## src/rtl/muldiv_sequencer_if.sv

```systemverilog
// Issue/result bundle between decode/execute and the MUL/DIV sequencer.
interface muldiv_sequencer_if #(
    parameter int unsigned DATA_W = 32
);
    logic              start;
    logic [2:0]        op;
    logic [DATA_W-1:0] src_a;
    logic [DATA_W-1:0] src_b;
    logic              stall;
    logic              busy;
    logic [DATA_W-1:0] result;
    logic              result_valid;
    logic [DATA_W-1:0] hi;
    logic [DATA_W-1:0] lo;
    logic              div_zero;

    modport master (
        output start, op, src_a, src_b,
        input  stall, busy, result, result_valid, hi, lo, div_zero
    );

    modport slave (
        input  start, op, src_a, src_b,
        output stall, busy, result, result_valid, hi, lo, div_zero
    );
endinterface

```

## src/rtl/muldiv_sequencer.sv

```systemverilog
// MUL/DIV/DIVU/MFHI/MFLO sequencer: owns HI/LO, fixed-latency multiply,
// iterative restoring divide, stalls issue while occupied.
// Optional: define MULDIV_EARLY_OUT_EN to let trivial divisions (divisor 0 or
// divisor magnitude > dividend magnitude) skip the iteration phase.
module muldiv_sequencer #(
    parameter int unsigned DATA_W     = 32,
    parameter int unsigned DIV_CYCLES = 32,
    parameter int unsigned MUL_CYCLES = 4
) (
    input  logic              clk,
    input  logic              rst,
    muldiv_sequencer_if.slave bus
);
    localparam int unsigned CNT_MAX = (DIV_CYCLES > MUL_CYCLES) ? DIV_CYCLES : MUL_CYCLES;
    localparam int unsigned CNT_W   = $clog2(CNT_MAX + 1);

    localparam logic [2:0] OP_MUL  = 3'b001;
    localparam logic [2:0] OP_DIV  = 3'b010;
    localparam logic [2:0] OP_DIVU = 3'b011;
    localparam logic [2:0] OP_MFHI = 3'b100;
    localparam logic [2:0] OP_MFLO = 3'b101;

    typedef enum logic [1:0] {IDLE, MUL, DIV_RUN, DIV_FIX} state_t;

    state_t            state;
    state_t            state_next;
    logic [CNT_W-1:0]  cnt;
    logic [DATA_W-1:0] mul_a;
    logic [DATA_W-1:0] opb;
    logic [DATA_W-1:0] rem;
    logic [DATA_W-1:0] quot;
    logic [DATA_W-1:0] dividend;
    logic              neg_q;
    logic              neg_r;
    logic [DATA_W-1:0] result_r;
    logic              result_valid_r;
    logic [DATA_W-1:0] hi_r;
    logic [DATA_W-1:0] lo_r;
    logic              div_zero_r;

    logic              op_ok;
    logic              accept;
    logic              is_div;
    logic              a_neg;
    logic              b_neg;
    logic [DATA_W-1:0] a_mag;
    logic [DATA_W-1:0] b_mag;
    logic              early;
    logic [DATA_W:0]   rem_sh;
    logic              rem_ge;
    logic [DATA_W-1:0] rem_new;
    logic [DATA_W-1:0] quot_new;
    logic [DATA_W-1:0] q_fin;
    logic [DATA_W-1:0] r_fin;
    logic [DATA_W-1:0] product;

    // Issue decode and operand conditioning
    assign op_ok  = (bus.op != 3'b000) && (bus.op <= OP_MFLO);
    assign accept = bus.start && (state == IDLE) && op_ok;
    assign is_div = (bus.op == OP_DIV) || (bus.op == OP_DIVU);
    assign a_neg  = (bus.op == OP_DIV) && bus.src_a[DATA_W-1];
    assign b_neg  = (bus.op == OP_DIV) && bus.src_b[DATA_W-1];
    assign a_mag  = a_neg ? (~bus.src_a + DATA_W'(1)) : bus.src_a;
    assign b_mag  = b_neg ? (~bus.src_b + DATA_W'(1)) : bus.src_b;

`ifdef MULDIV_EARLY_OUT_EN
    assign early = (bus.src_b == '0) || (b_mag > a_mag);
`else
    assign early = 1'b0;
`endif

    // One restoring-division step on {rem, quot}
    assign rem_sh   = {rem, quot[DATA_W-1]};
    assign rem_ge   = rem_sh >= {1'b0, opb};
    assign rem_new  = rem_ge ? DATA_W'(rem_sh - {1'b0, opb}) : rem_sh[DATA_W-1:0];
    assign quot_new = {quot[DATA_W-2:0], rem_ge};

    // Sign fix-up; low word of a product is sign-agnostic
    assign q_fin   = neg_q ? (~quot + DATA_W'(1)) : quot;
    assign r_fin   = neg_r ? (~rem + DATA_W'(1)) : rem;
    assign product = mul_a * opb;

    assign bus.busy         = (state != IDLE);
    assign bus.stall        = bus.start && (state != IDLE);
    assign bus.result       = result_r;
    assign bus.result_valid = result_valid_r;
    assign bus.hi           = hi_r;
    assign bus.lo           = lo_r;
    assign bus.div_zero     = div_zero_r;

    // State register
    always_ff @(posedge clk) begin
        if (rst) state <= IDLE;
        else     state <= state_next;
    end

    // Next-state logic
    always_comb begin
        state_next = state;
        case (state)
            IDLE: begin
                if (accept) begin
                    if (bus.op == OP_MUL) state_next = MUL;
                    else if (is_div)      state_next = early ? DIV_FIX : DIV_RUN;
                end
            end
            MUL:     if (cnt == CNT_W'(1)) state_next = IDLE;
            DIV_RUN: if (cnt == CNT_W'(1)) state_next = DIV_FIX;
            DIV_FIX: state_next = IDLE;
            default: state_next = IDLE;
        endcase
    end

    // Datapath: operand latch, iteration, HI/LO and result writeback
    always_ff @(posedge clk) begin
        if (rst) begin
            cnt            <= '0;
            mul_a          <= '0;
            opb            <= '0;
            rem            <= '0;
            quot           <= '0;
            dividend       <= '0;
            neg_q          <= 1'b0;
            neg_r          <= 1'b0;
            result_r       <= '0;
            result_valid_r <= 1'b0;
            hi_r           <= '0;
            lo_r           <= '0;
            div_zero_r     <= 1'b0;
        end else begin
            result_valid_r <= 1'b0;
            case (state)
                IDLE: begin
                    if (accept) begin
                        case (bus.op)
                            OP_MFHI: begin
                                result_r       <= hi_r;
                                result_valid_r <= 1'b1;
                            end
                            OP_MFLO: begin
                                result_r       <= lo_r;
                                result_valid_r <= 1'b1;
                            end
                            OP_MUL: begin
                                mul_a <= bus.src_a;
                                opb   <= bus.src_b;
                                cnt   <= CNT_W'(MUL_CYCLES);
                            end
                            default: begin
                                opb        <= b_mag;
                                quot       <= early ? '0 : a_mag;
                                rem        <= early ? a_mag : '0;
                                dividend   <= bus.src_a;
                                neg_q      <= a_neg ^ b_neg;
                                neg_r      <= a_neg;
                                div_zero_r <= (bus.src_b == '0);
                                cnt        <= CNT_W'(DIV_CYCLES);
                            end
                        endcase
                    end
                end
                MUL: begin
                    cnt <= cnt - CNT_W'(1);
                    if (cnt == CNT_W'(1)) begin
                        result_r       <= product;
                        result_valid_r <= 1'b1;
                    end
                end
                DIV_RUN: begin
                    rem  <= rem_new;
                    quot <= quot_new;
                    cnt  <= cnt - CNT_W'(1);
                end
                DIV_FIX: begin
                    lo_r <= div_zero_r ? '1 : q_fin;
                    hi_r <= div_zero_r ? dividend : r_fin;
                end
                default: ;
            endcase
        end
    end
endmodule

```

## src/flat_wrapper.sv

```systemverilog
// flat-port wrapper written by rule: the top's interface ports become plain ports
module muldiv_sequencer_flat 
#(
    parameter int unsigned DATA_W     = 32,
    parameter int unsigned DIV_CYCLES = 32,
    parameter int unsigned MUL_CYCLES = 4
)
  (clk, rst, bus_start, bus_op, bus_src_a, bus_src_b, bus_stall, bus_busy, bus_result, bus_result_valid, bus_hi, bus_lo, bus_div_zero);
  muldiv_sequencer_if #(.DATA_W(DATA_W)) bus_i ();
  input  logic clk;
  input  logic rst;
  input wire logic [$bits(bus_i.start)-1:0] bus_start;
  input wire logic [$bits(bus_i.op)-1:0] bus_op;
  input wire logic [$bits(bus_i.src_a)-1:0] bus_src_a;
  input wire logic [$bits(bus_i.src_b)-1:0] bus_src_b;
  output wire logic [$bits(bus_i.stall)-1:0] bus_stall;
  output wire logic [$bits(bus_i.busy)-1:0] bus_busy;
  output wire logic [$bits(bus_i.result)-1:0] bus_result;
  output wire logic [$bits(bus_i.result_valid)-1:0] bus_result_valid;
  output wire logic [$bits(bus_i.hi)-1:0] bus_hi;
  output wire logic [$bits(bus_i.lo)-1:0] bus_lo;
  output wire logic [$bits(bus_i.div_zero)-1:0] bus_div_zero;
  assign bus_i.start = bus_start;
  assign bus_i.op = bus_op;
  assign bus_i.src_a = bus_src_a;
  assign bus_i.src_b = bus_src_b;
  assign bus_stall = bus_i.stall;
  assign bus_busy = bus_i.busy;
  assign bus_result = bus_i.result;
  assign bus_result_valid = bus_i.result_valid;
  assign bus_hi = bus_i.hi;
  assign bus_lo = bus_i.lo;
  assign bus_div_zero = bus_i.div_zero;
  muldiv_sequencer #(.DATA_W(DATA_W), .DIV_CYCLES(DIV_CYCLES), .MUL_CYCLES(MUL_CYCLES)) u_core (.clk(clk), .rst(rst), .bus(bus_i));
endmodule
```

## config.mk

```make
export PLATFORM = sky130hd
export DESIGN_NAME = muldiv_sequencer_flat
export DESIGN_NICKNAME = d
export VERILOG_FILES = /design/src/rtl/muldiv_sequencer_if.sv /design/src/rtl/muldiv_sequencer.sv /design/src/flat_wrapper.sv
export SDC_FILE = /design/constraint.sdc
export NUM_CORES = 2
export LEC_CHECK = 0
export CORE_UTILIZATION = 35
export DETAILED_ROUTE_END_ITERATION = 8
export PLACE_DENSITY = 0.49
export SLEW_MARGIN = 25
export SYNTH_ARGS = -nofsm -noshare
export SYNTH_HDL_FRONTEND = slang
export SYNTH_SLANG_ARGS = --single-unit
export TNS_END_PERCENT = 100
```

## constraint.sdc

```tcl
create_clock -name clk -period 11.2 [get_ports clk]
set_input_delay 2.24 -clock clk [delete_from_list [all_inputs] [get_ports clk]]
set_output_delay 2.24 -clock clk [all_outputs]
set_load 0.1 [all_outputs]
```

Yosys cells after proc, flatten, opt, wreduce, memory -nomap -nowiden
Index checks and enable logic that the tools add are counted.
- equality and inequality tests: 16
- $lt $le $gt $ge: 2
- reduce and logical (&&, ||, !) cells: 24
- bitwise gates (word level): 7
- add/subtract/negate cells: 6
- multipliers: 1
- mux-type cells: 31
- operator list (cell ; number):
    two-way mux 32 bit ; 13
    one-hot mux 32 bit (2 select lines) ; 5
    adder 32 x 1 -> 32 bit, second input constant ; 4
    inverter 32 bit ; 4
    >= comparator 33 x 32 -> 1 bit ; 1
    zero test 32 bit ; 1
    multiplier 32 x 32 -> 32 bit ; 1
    subtractor 32 bit ; 1
    one-hot mux 6 bit (2 select lines) ; 2
    AND reduction 3 bit ; 5
    two-way mux 2 bit ; 5
    one-hot mux 2 bit (4 select lines) ; 1
    AND reduction 4 bit ; 2
    nonzero test 2 bit ; 4
    == test 3 x 2 -> 1 bit, second input constant ; 2
    == test 3 bit, second input constant ; 2
    == test 6 x 1 -> 1 bit, second input constant ; 1
    logical AND 1 bit ; 6
    two-way mux 6 bit ; 1
    != test 2 x 1 -> 1 bit, second input constant ; 3
    subtractor 6 x 1 -> 6 bit, second input constant ; 1
    == test 2 bit, second input constant ; 2
    != test 2 bit, second input constant ; 2
    OR reduction 2 bit ; 2
    other kinds (13) ; 16
- logic and storage cells: 101
- output and inout port bits: 100
- bits in registers: 268

Longest topological paths before layout
- depth after elaboration: 6
- depth in mapped cells: 27

Worst setup path after synthesis
OpenSTA, ideal clock, no wires.
- kind: flip-flop to flip-flop
- start point: register u_core.mul_a[15]
- end point: register u_core.result_r[31] (netlist: u_core.bus.result[31])
- path buffers: 2
- stages on the path, launching flop included: 26
- arrival time: 6928 ps
- data required time: 11072 ps
- slack: 4144 ps
- cell sequence: dfxtp_1 clkbuf_1 clkbuf_1 and2_1 fa_1 inv_1 fa_1 fa_1 fa_1 inv_1 fa_1 inv_1 fa_1 inv_1 fa_1 fa_1 ha_1 and3_1 nand4_1 a211oi_1 a2111oi_0 o31ai_1 a31oi_1 xnor2_1 a221oi_1 nor2_1
- longest elaborated chain between the ends: 3
- RTL lines (element ; RTL line ; RTL):
    from (decl) ; muldiv_sequencer.sv:28 ; logic [DATA_W-1:0] mul_a;
    from (signal assigned) ; muldiv_sequencer.sv:145 ; mul_a <= bus.src_a;
    multiplier 32 x 32 -> 32 bit ; muldiv_sequencer.sv:81 ; assign product = mul_a * opb;
    two-way mux 32 bit ; muldiv_sequencer.sv:164 ; if (cnt == CNT_W'(1)) begin
    one-hot mux 32 bit (2 select lines) ; muldiv_sequencer.sv:132 ; case (state)
    to (signal assigned) ; muldiv_sequencer.sv:137 ; result_r <= hi_r;
    to (signal assigned) ; muldiv_sequencer.sv:141 ; result_r <= lo_r;
    to (signal assigned) ; muldiv_sequencer.sv:165 ; result_r <= product;
    to (decl) ; muldiv_sequencer.sv:35 ; logic [DATA_W-1:0] result_r;
No other way between the ends. The select of a mux whose other input is x is not followed.
A chain may end at the register's enable or synchronous reset.

Worst setup path after layout
- start point: register u_core.mul_a[6]
- end point: register u_core.result_r[31] (netlist: u_core.bus.result[31])
The elaborated chain is that of the path after synthesis.

==> metrics.yaml <==
global_route:
  track_usage_pct: 24.0
  grt_max_degree: 186
  grt_pass1_vias: 25600
  grt_pass1_wl_mm: 163
  gr-total-overflow: 0
  antenna_found_initial: 4
cts:
  cts_hold_buf: 0
  numCtsBuffers: 35
  post_cts_buffers: 0
  tritoncts: "yes"
  cts_resized: 0
  clock_path_buffers: 3
  h-tree-depth: 2
  clkTransAtPathRegs_ps: 60
  insertion_delay_ps: 570
  cts_root_buf: "clkbuf_16"
  clkSinkCount: 268
critical_path:
  crit_chain: "buf_4 -> and2_1 -> fa_1 -> fa_1 -> inv_1 -> fa_1 -> fa_1 -> inv_1 -> ha_1 -> ha_1 -> fa_1 -> inv_1 -> fa_1 -> inv_1 -> ha_1 -> a21oi_1 -> o211ai_1 -> a2111oi_0 -> o31ai_1 -> a31oi_1 -> xnor2_1 -> a221oi_1 -> nor2_1"
  worstSetupStartpointType: "register"
  crit_type: "register to register"
  critPathMostFrequentCell: "fa_1"
  crit_fanout: 15
  crit_arrival_ps: 8400
  cpMaxStageDelayCell: "dfxtp_1"
  required_ps: 11600
  slowest_delay_ps: 870
  crit_path_end_kind: "register"
drt:
  drt-total-wl_mm: 107
  route.detailed.drc: 0
  ant_nets: 0
  drt-initial-drc-count: 1737
  wire_per_inst_um: 21.6
  vias: 25400
  first_pass_iters: 5
  drt-vias-per-instance: 5.13
yosys:
  ys.flop_type: "dfxtp_1"
  synth_common_cells: "nand2_1, inv_1, fa_1"
  synth_cells: 3749
  synth_top_area_cell: "fa_1"
  netlist_area_um2: 30900
  yosysWarnings: 0
  yosysTopAreaCellShare_pct: 26.5
  syn_area_per_cell_um2: 8.24
  yosysSeqAreaShare_pct: 17.4
  synth_cell_types: 67
  synth_nets: 4394
  yosysMostFrequentCell: "nand2_1"
  synthArstFlopShare_pct: 0
  yosys_register_bits: 268
  synth_edf_count: 0
  synth_area_leaders: "fa_1, dfxtp_1, nand2_1"
finish:
  syn2layout_area_growth_pct: 12.4
  fin_nets: 4417
  fillCellCount: 9036
  drive_above_1_share_pct: 4.01
placement:
  io_buffers: 169
  dp_hpwl_mm: 83.1
  gp_congestion: 0.891
floorplan:
  die_w_um: 299
  die_h_um: 299
  rows: 108
  dieArea_um2: 89500
  io_pins: 170
  core_area_um2: 87200
  initial_core_util_pct: 35.5
pwr:
  power_frac_clock_pct: 30.5
  sw_frac_of_total_pct: 42.0
  p_int_mw: 2.13
  leakage_nw: 14.8
  p_comb_share_pct: 36.8
  pwr_density_cell_nw_per_um2: 106
  seq_power_share_pct: 32.7
  power_switching_mw: 1.54
  vdd_ir_drop_max_mv: 0.113
sta:
  finalCriticalPeriod_ps: 8000
  fin_setup_tns_ps: 0
  worstMarginPinSlew_ps: 1020
  max-slew-margin-rel_pct: 31.9
  min_period_over_period_pct: 71.4
  skew_ps: 27.5
  rsz0062_at_grt: "false"
  final_max_slew_viol_count: 0
  finalHoldViolations: 0
  finalSetupViolCount: 0
  fin_hold_ws_ps: 451
  fmaxAchievable_mhz: 125
hold_path:
  min_path_type: "register to register"
outcome:
  status: "finished clean"
flow_run:
  drv_cap: 0
## power groups by stage
| stage | Sequential, mW | Combinational [mW] | Clock (mW) |
|---|---|---|---|
| CTS | 1.20 | 1.36 | 1.14 |
| detailed placement | 1.22 | 1.35 | 0 |
| global route | 1.21 | 1.47 | 1.18 |
| global placement | 1.22 | 1.35 | 0 |
| finish | 1.20 | 1.35 | 1.12 |
| floorplan | 1.29 | 0.817 | 0 |
## sequential cells by signal (all words and copies together), names as in the netlist
register / cells
u_core.state: 2
u_core.bus.div_zero: 1
u_core.rem: 32
u_core.bus.lo: 32
u_core.bus.result_valid: 1
u_core.quot: 32
u_core.neg_q: 1
u_core.neg_r: 1
u_core.mul_a: 32
u_core.dividend: 32
u_core.opb: 32
u_core.bus.result: 32
u_core.cnt: 6
u_core.bus.hi: 32
## final cells by class
cell class	instances	area [µm²]	share of cell area, %
Antenna cell	2	5.00	0.0144
Clock buffer	48	965	2.78
Clock inverter	12	139	0.400
Inverter	470	1760	5.08
Multi-Input combinational cell	2779	23000	66.1
Sequential cell	268	5370	15.5
Tap cell	1155	1450	4.16
Timing Repair Buffer	218	2080	5.98
## critical path: cells and delay by family, from the launching register on
family / cells / cell delay [ps]
fa+ha+maj: 9 / 4010
compound gates: 6 / 2060
flops: 1 / 870
buf+inv: 5 / 570
simple gates: 2 / 250
xor+xnor: 1 / 90
## layer usage
metal	up-vias	wire length [µm]	GRT usage (%)
met4	0	2030	5.17
li1	12100	-	-
met5	-	0	0
met1	12600	48300	32.9
met3	96	5070	2.78
met2	612	51600	40.3
## worst paths after layout
path,startpoint,to,slack (ps),depth (start not counted)
min reg2reg,u_core.mul_a[4],u_core.mul_a[4],450,2
max reg2reg,u_core.mul_a[6],u_core.bus.result[31],3200,23
min,u_core.mul_a[4],u_core.mul_a[4],450,2
max,u_core.mul_a[6],u_core.bus.result[31],3200,23
## kinds of logic after synthesis
family                   count (synthesis)  synth area share, %
buffers and inverters                  702                 8.53
flip-flops                             268                 17.4
multiplexers                            75                 2.49
adder cells (fa/ha/maj)                575                 33.2
XOR/XNOR                               223                 6.36
AO/OA/AOI/OAI                          632                 12.4
AND/OR/NAND/NOR                       1274                 19.6
## layout by cell type, fill, tap and decap left out, drive strengths merged, types with 49 or more instances in the layout
cell / synthesis / final
a211oi: 50 / 50
buf: 15 / 49
a21oi: 217 / 217
fa: 409 / 409
xor2: 86 / 86
clkbuf: 217 / 49
clkdlybuf4s50: 0 / 168
o21ai: 154 / 154
inv: 470 / 472
xnor2: 136 / 136
mux2i: 61 / 61
nor2: 184 / 184
and2: 313 / 313
nand2: 593 / 593
dfxtp: 268 / 268
ha: 166 / 166
## metrics by stage
stage	power [mW]	worst slack (ps)	cell area (µm²)	utilization [%]	std cells
floorplan	2.11	4140	30900	-	3749
global placement	2.57	3290	33600	38.6	4890
detailed placement	2.57	3260	33600	38.6	4890
CTS	3.70	3220	34700	39.8	4950
finish	3.68	3200	34700	39.8	4952
global route	3.87	2730	34700	39.8	4951
No activity file was read; power rests on OpenSTA's default activity.
